$ cat config.mk
export PLATFORM = sky130hd
export DESIGN_NAME = spi_slave_stream_flat
export DESIGN_NICKNAME = d
export VERILOG_FILES = /design/src/rtl/spi_pkg.sv /design/src/rtl/spi_slave_stream_if.sv /design/src/rtl/sync_edge.sv /design/src/rtl/spi_slave_stream.sv /design/src/flat_wrapper.sv
export SDC_FILE = /design/constraint.sdc
export NUM_CORES = 1
export LEC_CHECK = 0
export BUFFER_PORTS_ARGS = -buffer_cell sky130_fd_sc_hd__buf_2
export CAP_MARGIN = 15
export CORE_MARGIN = 4
export CORE_UTILIZATION = 38
export DETAILED_ROUTE_END_ITERATION = 7
export PLACE_DENSITY_LB_ADDON = 0.3
export SKIP_CTS_REPAIR_TIMING = 1
export SKIP_LAST_GASP = 1
export SYNTH_ARGS = -nofsm -noshare
export SYNTH_HDL_FRONTEND = slang
export SYNTH_SLANG_ARGS = --single-unit
$ cat constraint.sdc
create_clock -name clock -period 1.8 [get_ports clock]
set_input_delay 0.09 -clock clock [delete_from_list [all_inputs] [get_ports clock]]
set_output_delay 0.09 -clock clock [all_outputs]
set_load 0.02 [all_outputs]
$ cat src/rtl/spi_pkg.sv
// Shared types and mode helpers for the streaming SPI slave.
package spi_pkg;

    typedef enum logic {
        IDLE   = 1'b0,
        ACTIVE = 1'b1
    } state_t;

    function automatic logic [1:0] spi_mode(input logic cpol, input logic cpha);
        return {cpol, cpha};
    endfunction

    function automatic logic leading_is_rising(input logic cpol);
        return !cpol;
    endfunction

endpackage

$ cat src/rtl/spi_slave_stream_if.sv
// Decoder-side bus of the SPI slave: word exchange strobes, status and FSM debug state.
interface spi_slave_stream_if #(
    parameter int WIDTH = 96
) ();
    // tx_load, rx_valid and aborted are single-cycle strobes without back-pressure: rx_data is
    // valid on the rx_valid cycle, tx_data is copied on the tx_load cycle and must then be
    // replaced before the next word boundary.
    logic [WIDTH-1:0] tx_data;
    logic             tx_load;
    logic [WIDTH-1:0] rx_data;
    logic             rx_valid;
    logic             aborted;
    logic             busy;
    logic [15:0]      word_count;
    spi_pkg::state_t  state_dbg;

    modport slave (
        input  tx_data,
        output tx_load, rx_data, rx_valid, aborted, busy, word_count, state_dbg
    );

    modport master (
        output tx_data,
        input  tx_load, rx_data, rx_valid, aborted, busy, word_count, state_dbg
    );
endinterface

$ cat src/rtl/sync_edge.sv
// N-stage input synchroniser with single-cycle rise/fall pulses on the synchronised level.
module sync_edge #(
    parameter int STAGES = 2
) (
    input  logic clock,
    input  logic reset,
    input  logic d,
    output logic q,
    output logic rise,
    output logic fall
);
    logic [STAGES-1:0] sync_q;
    logic              prev_q;

    // Resetting to 0 keeps n_cs looking low after reset, so a held-low select never arms the slave.
    always_ff @(posedge clock) begin
        if (reset) begin
            sync_q <= '0;
            prev_q <= 1'b0;
        end else begin
            sync_q <= {sync_q[STAGES-2:0], d};
            prev_q <= sync_q[STAGES-1];
        end
    end

    assign q    = sync_q[STAGES-1];
    assign rise = q & ~prev_q;
    assign fall = ~q & prev_q;
endmodule

$ cat src/rtl/spi_slave_stream.sv
// Parametrised SPI slave with multi-word streaming per chip select, clocked only by clock.
module spi_slave_stream import spi_pkg::*; #(
    parameter int WIDTH       = 96,
    parameter bit CPOL        = 1'b0,
    parameter bit CPHA        = 1'b0,
    parameter int SYNC_STAGES = 2
) (
    input  logic clock,
    input  logic reset,
    input  logic mosi,
    input  logic sclk,
    input  logic n_cs,
    output logic miso,
    spi_slave_stream_if.slave bus
);
    localparam logic [1:0]    MODE     = spi_mode(CPOL, CPHA);
    localparam int            CW       = $clog2(WIDTH) + 1;
    localparam logic [CW-1:0] LAST_BIT = CW'(WIDTH - 1);

    logic sclk_s, sclk_rise, sclk_fall;
    logic ncs_s, cs_rise, cs_fall;
    logic [SYNC_STAGES-1:0] mosi_sync_q;
    logic mosi_s;

    state_t state_q, state_d;
    logic armed_q, first_q, rx_valid_q, aborted_q;
    logic [CW-1:0] bit_cnt_q, bit_cnt_after;
    logic [WIDTH-1:0] tx_shift_q, rx_shift_q, rx_data_q, rx_next;
    logic [15:0] word_count_q;
    logic any_edge, leading_edge, sample_edge, shift_edge;
    logic active, start, word_done, cut_short;

    sync_edge #(.STAGES(SYNC_STAGES)) u_sclk_sync (
        .clock(clock), .reset(reset), .d(sclk), .q(sclk_s), .rise(sclk_rise), .fall(sclk_fall)
    );

    sync_edge #(.STAGES(SYNC_STAGES)) u_ncs_sync (
        .clock(clock), .reset(reset), .d(n_cs), .q(ncs_s), .rise(cs_rise), .fall(cs_fall)
    );

    always_ff @(posedge clock) begin
        if (reset) mosi_sync_q <= '0;
        else       mosi_sync_q <= {mosi_sync_q[SYNC_STAGES-2:0], mosi};
    end
    assign mosi_s = mosi_sync_q[SYNC_STAGES-1];

    always_comb begin
        any_edge      = sclk_rise | sclk_fall;
        leading_edge  = any_edge && (sclk_s == leading_is_rising(MODE[1]));
        sample_edge   = MODE[0] ? (any_edge && !leading_edge) : leading_edge;
        shift_edge    = any_edge && !sample_edge;
        active        = (state_q == ACTIVE);
        start         = !active && cs_fall && armed_q;
        word_done     = active && sample_edge && (bit_cnt_q == LAST_BIT);
        rx_next       = (rx_shift_q << 1) | WIDTH'(mosi_s);
        bit_cnt_after = bit_cnt_q;
        if (active && sample_edge) bit_cnt_after = word_done ? '0 : bit_cnt_q + 1'b1;
        // A sample edge in the same cycle as CS rise is counted first, so a completed word is not an abort.
        cut_short     = active && cs_rise && (bit_cnt_after != '0);
        state_d       = state_q;
        case (state_q)
            IDLE:    if (start)   state_d = ACTIVE;
            ACTIVE:  if (cs_rise) state_d = IDLE;
            default:              state_d = IDLE;
        endcase
    end

    always_ff @(posedge clock) begin
        if (reset) begin
            state_q      <= IDLE;
            armed_q      <= 1'b0;
            first_q      <= 1'b0;
            bit_cnt_q    <= '0;
            tx_shift_q   <= '0;
            rx_shift_q   <= '0;
            rx_data_q    <= '0;
            rx_valid_q   <= 1'b0;
            aborted_q    <= 1'b0;
            word_count_q <= '0;
        end else begin
            state_q    <= state_d;
            rx_valid_q <= 1'b0;
            aborted_q  <= 1'b0;
            if (!active) begin
                tx_shift_q <= bus.tx_data;
                if (ncs_s) armed_q <= 1'b1;
                if (start) begin
                    bit_cnt_q    <= '0;
                    word_count_q <= '0;
                    // With CPHA=0 the MSB is already on miso at CS fall, so the first trailing edge must shift.
                    first_q      <= MODE[0];
                end
            end else begin
                bit_cnt_q <= bit_cnt_after;
                aborted_q <= cut_short;
                if (sample_edge) rx_shift_q <= rx_next;
                if (word_done) begin
                    rx_data_q  <= rx_next;
                    rx_valid_q <= 1'b1;
                    if (word_count_q != 16'hFFFF) word_count_q <= word_count_q + 16'd1;
                    tx_shift_q <= bus.tx_data;
                    first_q    <= 1'b1;
                end else if (shift_edge) begin
                    if (first_q) first_q    <= 1'b0;
                    else         tx_shift_q <= tx_shift_q << 1;
                end
            end
        end
    end

    assign miso           = active & tx_shift_q[WIDTH-1];
    assign bus.tx_load    = start | word_done;
    assign bus.rx_data    = rx_data_q;
    assign bus.rx_valid   = rx_valid_q;
    assign bus.aborted    = aborted_q;
    assign bus.busy       = active;
    assign bus.word_count = word_count_q;
    assign bus.state_dbg  = state_q;
endmodule

$ cat src/flat_wrapper.sv
// flat-port wrapper written by rule: the top's interface ports become plain ports
module spi_slave_stream_flat import spi_pkg::*;
#(
    parameter int WIDTH       = 96,
    parameter bit CPOL        = 1'b0,
    parameter bit CPHA        = 1'b0,
    parameter int SYNC_STAGES = 2
)
  (clock, reset, mosi, sclk, n_cs, miso, bus_tx_data, bus_tx_load, bus_rx_data, bus_rx_valid, bus_aborted, bus_busy, bus_word_count, bus_state_dbg);
  spi_slave_stream_if #(.WIDTH(WIDTH)) bus_i ();
  input  logic clock;
  input  logic reset;
  input  logic mosi;
  input  logic sclk;
  input  logic n_cs;
  output logic miso;
  input wire logic [$bits(bus_i.tx_data)-1:0] bus_tx_data;
  output wire logic [$bits(bus_i.tx_load)-1:0] bus_tx_load;
  output wire logic [$bits(bus_i.rx_data)-1:0] bus_rx_data;
  output wire logic [$bits(bus_i.rx_valid)-1:0] bus_rx_valid;
  output wire logic [$bits(bus_i.aborted)-1:0] bus_aborted;
  output wire logic [$bits(bus_i.busy)-1:0] bus_busy;
  output wire logic [$bits(bus_i.word_count)-1:0] bus_word_count;
  output wire logic [$bits(bus_i.state_dbg)-1:0] bus_state_dbg;
  assign bus_i.tx_data = bus_tx_data;
  assign bus_tx_load = bus_i.tx_load;
  assign bus_rx_data = bus_i.rx_data;
  assign bus_rx_valid = bus_i.rx_valid;
  assign bus_aborted = bus_i.aborted;
  assign bus_busy = bus_i.busy;
  assign bus_word_count = bus_i.word_count;
  assign bus_state_dbg = bus_i.state_dbg;
  spi_slave_stream #(.WIDTH(WIDTH), .CPOL(CPOL), .CPHA(CPHA), .SYNC_STAGES(SYNC_STAGES)) u_core (.clock(clock), .reset(reset), .mosi(mosi), .sclk(sclk), .n_cs(n_cs), .miso(miso), .bus(bus_i));
endmodule
==> results of run 1 <==
[critical path, stage by stage (launching register included)]
cell and delay [ns]:
dfxtp_2 0.34, ha_4 0.16, and4bb_4 0.23, a31oi_4 0.30
buf_12 0.19, buf_12 0.20, nor2_1 0.08, a211oi_1 0.25
[power by group through the flow]
stage | registers, mW | clock network (mW) | logic (mW)
finish | 7.38 | 7.61 | 0.761
global route | 7.39 | 8.12 | 0.826
CTS | 7.37 | 7.79 | 0.561
detailed placement | 7.53 | 0 | 0.557
global placement | 7.53 | 0 | 0.552
floorplan | 7.51 | 0 | 0.349
[synth_stat cells, types with 2 or more instances]
cell type / n / share of area, %
buf_4: 13 / 0.78
ha_1: 2 / 0.20
or3_1: 3 / 0.15
nor2_1: 126 / 3.8
nand4_1: 6 / 0.30
and2_1: 3 / 0.15
dfxtp_1: 324 / 52
buf_1: 13 / 0.39
a22oi_1: 2 / 0.12
mux2i_1: 98 / 7.8
nand3b_1: 2 / 0.12
and4bb_2: 2 / 0.20
nor4_4: 2 / 0.34
nor2b_1: 8 / 0.40
a2111oi_1: 2 / 0.16
and4_1: 2 / 0.14
clkbuf_1: 57 / 1.7
or2_2: 2 / 0.099
a211oi_1: 98 / 5.9
nand3_1: 11 / 0.44
nor3b_1: 3 / 0.18
nor3_1: 7 / 0.28
a2111oi_2: 3 / 0.36
a21oi_1: 202 / 8.0
buf_2: 34 / 1.4
xnor2_1: 14 / 0.98
inv_1: 5 / 0.15
a311oi_1: 4 / 0.28
nand2_1: 394 / 12
o21ai_0: 7 / 0.28
[through the flow]
| stage | power (mW) | hold WS (ns) |
|---|---|---|
| floorplan | 7.86 | 0.218 |
| global placement | 8.08 | 0.332 |
| detailed placement | 8.09 | 0.317 |
| CTS | 15.7 | -0.215 |
| global route | 16.3 | 0.0330 |
| finish | 15.7 | 0.0182 |
[cell usage in the layout (no fill, tap or decap), drive strengths merged, types with 3 or more instances in the layout]
master | synthesis | routed
a2111oi | 6 | 6
a211oi | 98 | 98
a21oi | 202 | 202
a311oi | 4 | 4
a31oi | 3 | 3
and2 | 4 | 4
buf | 61 | 297
bufinv | 0 | 5
clkbuf | 58 | 57
clkinv | 1 | 6
dfxtp | 324 | 324
dlygate4sd3 | 0 | 99
inv | 5 | 7
mux2i | 98 | 98
nand2 | 394 | 394
nand3 | 11 | 11
nand4 | 6 | 6
nor2 | 127 | 127
nor2b | 8 | 8
nor3 | 8 | 8
nor3b | 3 | 3
o21ai | 7 | 7
or3 | 3 | 3
xnor2 | 14 | 14
[layer usage]
metal	GRT usage, %	wire, um	vias to the layer above	part of all wire, %
met3	3.19	1780	40	5.3
met4	3.67	531	0	1.6
li1	-	-	5613	-
met5	0	0	-	0
met1	22.3	15400	5279	46
met2	27.0	15900	273	47
[flip-flops by register name, summed over array words and instances, names as in the netlist]
name and count:
u_core.armed_q 1, u_core.bit_cnt_q 8, u_core.bus.aborted 1, u_core.bus.busy 1, u_core.bus.rx_data 96, u_core.bus.rx_valid 1
u_core.bus.word_count 16, u_core.first_q 1, u_core.mosi_sync_q 2, u_core.rx_shift_q 95, u_core.tx_shift_q 96, u_core.u_ncs_sync.prev_q 1
u_core.u_ncs_sync.sync_q 2, u_core.u_sclk_sync.prev_q 1, u_core.u_sclk_sync.sync_q 2
[kinds of logic (layout without fill, tap and decap cells)]
family          Yosys count  after routing  synth area share [%]
simple gates            578            578                  18.9
compound gates          326            326                  15.9
flops                   324            324                  51.6
buf+inv                 125            471                  4.53
mux                      99             99                  7.89
xor+xnor                 14             14                 0.975
fa+ha+maj                 2              2                 0.199
[worst min path at each step]
stage	from	end	slack, ns	cells after the start
global placement	n_cs	u_core.u_ncs_sync.sync_q[0]	0.33	2
CTS	sclk	u_core.u_sclk_sync.sync_q[0]	-0.21	2
finish	reset	u_core.bus.rx_data[35]	0.02	2
floorplan	mosi	u_core.mosi_sync_q[0]	0.22	1
detailed placement	sclk	u_core.u_sclk_sync.sync_q[0]	0.32	2
global route	reset	u_core.bit_cnt_q[1]	0.03	2
[area by class of cell]
class / count / area (sq um)
Fill cell: 2964 / 15500
Clock buffer: 52 / 1030
Clock inverter: 12 / 193
Multi-Input combinational cell: 1019 / 5700
Tap cell: 442 / 553
Sequential cell: 324 / 6490
Inverter: 6 / 22.5
Timing Repair Buffer: 401 / 3110
==> key figures, run 1 <==
STA
  • Final min period: approximately 1.9 ns
  • Fin crit share: 104%
  • Final Max Tran Viols: 0
  • Fmax: 536 MHz
  • Slew margin rel.: 61.6%
  • RSZ-0062 raised after global routing: yes
  • TNS Setup: -0.450 ns
  • Hold Fails Final Rpt: 0
  • Final setup margin: -0.0673 ns
  • Setup violators final: 20
  • Worst-Margin Slew: 0.576 ns
  • Worst Clk Skew: 0.0211 ns

Logic synthesis
  • Ys flop type: dfxtp_1
  • Post-synth EDFFs: 0
  • Async set-or-reset flop fraction in the synthesized netlist: 0%
  • Synthesis-stage register bit count: 324
  • Mapped Nets: 1,571
  • Mapped cell area: 0.0126 sq mm
  • Count of cell types in the netlist: 49
  • Cells after Synth: ~1.5k
  • Ys Warns: 0
  • Mean post-synth cell area: 8.56 sq um
  • Post-synthesis sequential area ratio: 51.6%

Floorplanning
  • Chip width: 190 um
  • Io pins: 219
  • Initial core utilization: 38.5%
  • Site Rows: 66
  • Total die area: ~0.036 sq mm
  • Core ar.: 0.0326 sq mm
  • Chip Height: 190 um

Outcome
  • Failing checks: negative setup slack
  • Status: finished with violations

Clock tree
  • CTS tree: done
  • Clock Tree Root: clkbuf_16
  • Clock Latency Late Sink: 0.51 ns
  • Clk sink count: 324
  • Clk pin slew, worst setup/hold paths: 0.06 ns
  • TritonCTS Buffers: 37
  • Htree depth: 2
  • CTS max path bufs: 3

Setup path
  • CP startpoint: u_core.bit_cnt_q[0]
  • End point of the critical path: u_core.tx_shift_q[65]
  • Worst EP arrival: 2.27 ns
  • Crit Path Category: register to register
  • R2R depth: 7
  • Reg-to-Reg End: u_core.tx_shift_q[65]
  • Worst EP required: 2.20 ns
  • R2r setup slk: -0.07 ns
  • CP Capture Type: register
  • CP Max Fanout: 39
  • Worst Setup Start Kind: register
  • R2r startpoint: u_core.bit_cnt_q[0]

Global route
  • Pin count of the biggest net entering global routing: 90
  • First-pass GRT wire length: 50,800 um
  • GRT Overall Usage: between 10% and 20%
  • GR Overflow Total: 0
  • Vias in the first global route: 10.4k
  • Initial antenna violation count: 0

Pwr
  • Combinational power share: 4.8%
  • Clk network pwr share: 48.3%
  • Seq pwr share: a little under half
  • Static Leakage: 6.30 nW
  • Peak supply drop: 0.823 mV
  • Net load switching power: 3.33 mW
  • Switching part of the total: 21.1%
  • P per Cell Area: around 900 mW/mm^2
  • Pint: between 10 and 15 mW

Place
  • Final HPWL DP: 20,100 um
  • Dpl ws: -0.0458 ns
  • # port buffers: 218
  • Placed Area: around 0.015 sq mm
  • Global placer's final weighted congestion: 0.806
  • Dpl cells: roughly 2.1k

Drt
  • Antenna viol nets, final: 0
  • Pre-antenna DRT Iters: 5
  • Post-detailed-route wirelength per cell: 14.9 um
  • Initial DRC count: 506
  • Routed Wire Length: between 30,000 and 40,000 um
  • Via count: 11.2k
  • DR vias/cell: 4.97
  • DRC: 0

Cells and area
  • Post-route cell area: 0.0171 sq mm
  • Final instance count without filler cells: 2,256
  • Area grow syn2layout: 36.0%
  • Final nets: 1,892
  • Util after Layout: between 50% and 60%
  • Antenna cells: 0
  • Layout cell share with drive strength beyond 1: 22.2%

Hold path
  • HP Class: input port to register

Flow run
  • Max cap viols: 0
Power figures use the tool's default switching activity.
==> inputs of run 2 (changes only) <==
--- a/config.mk
+++ b/config.mk
@@ -8,7 +8,7 @@
 export BUFFER_PORTS_ARGS = -buffer_cell sky130_fd_sc_hd__buf_2
 export CAP_MARGIN = 15
 export CORE_MARGIN = 4
-export CORE_UTILIZATION = 38
+export CORE_UTILIZATION = 50
 export DETAILED_ROUTE_END_ITERATION = 7
 export PLACE_DENSITY_LB_ADDON = 0.3
 export SKIP_CTS_REPAIR_TIMING = 1
==> constraint.sdc (replaced) <==
create_clock -name clock -period 1.7 [get_ports clock]
set_input_delay 0.085 -clock clock [delete_from_list [all_inputs] [get_ports clock]]
set_output_delay 0.085 -clock clock [all_outputs]
set_load 0.02 [all_outputs]
==> run 2 against run 1 <==
Effect of this change: the run still ends with negative setup slack left; clock-buffer cell count is 5 lower; maximum frequency decreased by 4.4%; total power is 0.24% lower; sequential share of layout area grew 0.26 points; final area fell by 0.50%; core utilization rose by 17 points; via count increased by 3.6%; sequential cell count unchanged; critical path depth stayed put; die area fell by 23%; sequential power increased by 5.8%; critical path type unchanged; largest cell class unchanged; largest power group is now sequential cells.
==> key figures, run 2 (same netlist as run 1, synthesis figures left out) <==
Drt
  • Pre-antenna DRT Iters: 5 (unchanged)
  • Antenna viol nets, final: 0 (unchanged)
  • Top sig layer: met5 (was met4)
  • Post-detailed-route wirelength per cell: 16.3 um (was 14.9 um)
  • Initial DRC count: 1,065 (was 506)
  • DR vias/cell: 5.39 (was 4.97)
  • DRC: 0 (unchanged)
  • Met2 WL post-DR: 17,100 um (was 15,900 um)
  • Met3 wire length: 2200 um (was 1780 um)
  • WL met1: 14,900 um (was 15,400 um)
  • Via count: 11.6k (was 11.2k)
  • Routed Wire Length: 35,000 um (was 33,600 um)

Cells and area
  • Post-route cell area: 0.0170 sq mm (was 0.0171 sq mm)
  • Area grow syn2layout: 35.4% (was 36.0%)
  • Fill cell count: 1,838 (was 2,964)
  • Most common cell after layout, fill and taps aside: nand2_1 (unchanged)
  • Storage element area: 0.00650 sq mm (was 0.00649 sq mm)
  • Util after Layout: 69.4% (was 52.4%)
  • Area of the multi-input gates: 0.00571 sq mm (was 0.00570 sq mm)
  • Layout cell share with drive strength beyond 1: 23.4% (was 22.2%)
  • Final nets: 1,909 (was 1,892)
  • Commonest cells after routing, fill and taps aside: 393 x nand2_1, 317 x dfxtp_1, 217 x buf_2 (was 393 x nand2_1, 320 x dfxtp_1, 217 x buf_2)

Pwr
  • Combinational power share: 5.3% (was 4.8%)
  • Seq pwr share: 49.7% (was 46.8%)
  • Static Leakage: 6.35 nW (was 6.30 nW)
  • P per Cell Area: 923 mW/mm^2 (was 921 mW/mm^2)
  • Clk network pwr share: 45.0% (was 48.3%)
  • Pint: 12.4 mW (about the same)
  • Net load switching power: 3.30 mW (was 3.33 mW)
  • Switching part of the total: 21.0% (was 21.1%)
  • Peak supply drop: 0.755 mV (was 0.823 mV)
  • Total power: 15.7 mW (about the same)

Setup path
  • Crit Path Category: register to register (unchanged)
  • CP Max Fanout: 14 (was 39)
  • Worst EP required: 2.11 ns (was 2.20 ns)
  • Worst EP arrival: 2.37 ns (was 2.27 ns)
  • Worst Setup Start Kind: register (unchanged)
  • CP Capture Type: register (unchanged)

STA
  • Smallest hold slack: 0.293 ns (was 0.0182 ns)
  • Final Max Tran Viols: 0 (unchanged)
  • Worst Clk Skew: 0.0156 ns (was 0.0211 ns)
  • Slew margin rel.: 67.2% (was 61.6%)
  • RSZ-0062 raised after global routing: yes (unchanged)
  • Fin crit share: 115% (was 104%)
  • TNS Setup: -5.13 ns (was -0.450 ns)
  • Final min period: 1.95 ns (was 1.87 ns)
  • Final setup margin: -0.253 ns (was -0.0673 ns)
  • Fmax: 512 MHz (was 536 MHz)
  • Hold Fails Final Rpt: 0 (unchanged)
  • Worst-Margin Slew: 0.492 ns (was 0.576 ns)
  • Setup violators final: 141 (was 20)

Clock tree
  • Clk sink count: 324 (unchanged)
  • Htree depth: 1 (was 2)
  • CTS tree: done (unchanged)
  • Clock Latency Late Sink: 0.55 ns (was 0.51 ns)
  • Clock Tree Root: clkbuf_16 (unchanged)
  • TritonCTS Buffers: 31 (was 37)
  • Clk pin slew, worst setup/hold paths: 0.06 ns (about the same)
  • CTS max path bufs: 3 (unchanged)

Floorplanning
  • Chip Height: 167 um (was 190 um)
  • Core ar.: 0.0245 sq mm (was 0.0326 sq mm)
  • Initial core utilization: 51.2% (was 38.5%)
  • Chip width: 167 um (was 190 um)
  • Io pins: 219 (unchanged)
  • Total die area: 0.0277 sq mm (was 0.0361 sq mm)
  • Site Rows: 57 (was 66)

Flow run
  • Max cap viols: 0 (unchanged)

Global route
  • GRT Overall Usage: 20.4% (was 16.3%)
  • GR Overflow Total: 0 (unchanged)
  • Pin count of the biggest net entering global routing: 85 (was 90)
  • First-pass GRT wire length: 49,600 um (was 50,800 um)
  • Initial antenna violation count: 2 (was 0)
  • Vias in the first global route: 10.2k (was 10.4k)

Place
  • # port buffers: 218 (unchanged)
  • Final HPWL DP: 19,400 um (was 20,100 um)
  • Global placer's final weighted congestion: 0.862 (was 0.806)
  • Placed Area: 0.0145 sq mm (about the same)

Outcome
  • Failing checks: negative setup slack (unchanged)
  • Status: finished with violations (unchanged)

Hold path
  • HP Class: input port to register (unchanged)
-- run 2: worst max-delay path: stages, from the launching register on --
cell and delay [ns]:
dfxtp_4 0.35, ha_4 0.16, and4bb_4 0.22, a31oi_4 0.26
buf_12 0.21, clkbuf_16 0.18, nor2_1 0.05, a211oi_1 0.39
-- run 2: path summary, 6_finish.rpt --
check	to	slack [ns]	cells past startpoint	start
max	u_core.tx_shift_q[12]	-0.25	7	u_core.bit_cnt_q[1]
min	u_core.mosi_sync_q[0]	0.29	3	mosi
max reg2reg	u_core.tx_shift_q[12]	-0.25	7	u_core.bit_cnt_q[1]
min reg2reg	u_core.u_sclk_sync.sync_q[1]	0.44	1	u_core.u_sclk_sync.sync_q[0]
-- run 2: per-stage QoR --
| step | cells | worst slack [ns] |
|---|---|---|
| after floorplan | 1468 | -0.0500 |
| after global placement | 1980 | -0.137 |
| after detailed placement | 1980 | -0.153 |
| after CTS | 2035 | -0.361 |
| after global routing | 2153 | -0.252 |
| final | 2154 | -0.253 |
-- run 2: per-layer routing --
metal  track usage, %  vias to the layer above
met4             4.38                        2
met2             32.7                      389
met5                0                        -
met1             28.7                     5488
li1                 -                     5657
met3             4.12                       70
-- run 2: layout make-up --
class,count,area share [%]
Inverter,6,0.132
Antenna cell,2,0.0294
Clock buffer,47,5.56
Timing Repair Buffer,424,19.5
Sequential cell,324,38.2
Clock inverter,8,0.676
Multi-Input combinational cell,1019,33.5
Tap cell,324,2.38
-- run 2: power groups by stage --
stage / Combinational [mW] / Sequential [mW] / Clock [mW]
after global routing: 0.899 / 7.82 / 7.57
final: 0.835 / 7.81 / 7.06
after floorplan: 0.370 / 7.95 / 0
after CTS: 0.601 / 7.80 / 7.21
after detailed placement: 0.596 / 7.97 / 0
after global placement: 0.583 / 7.96 / 0
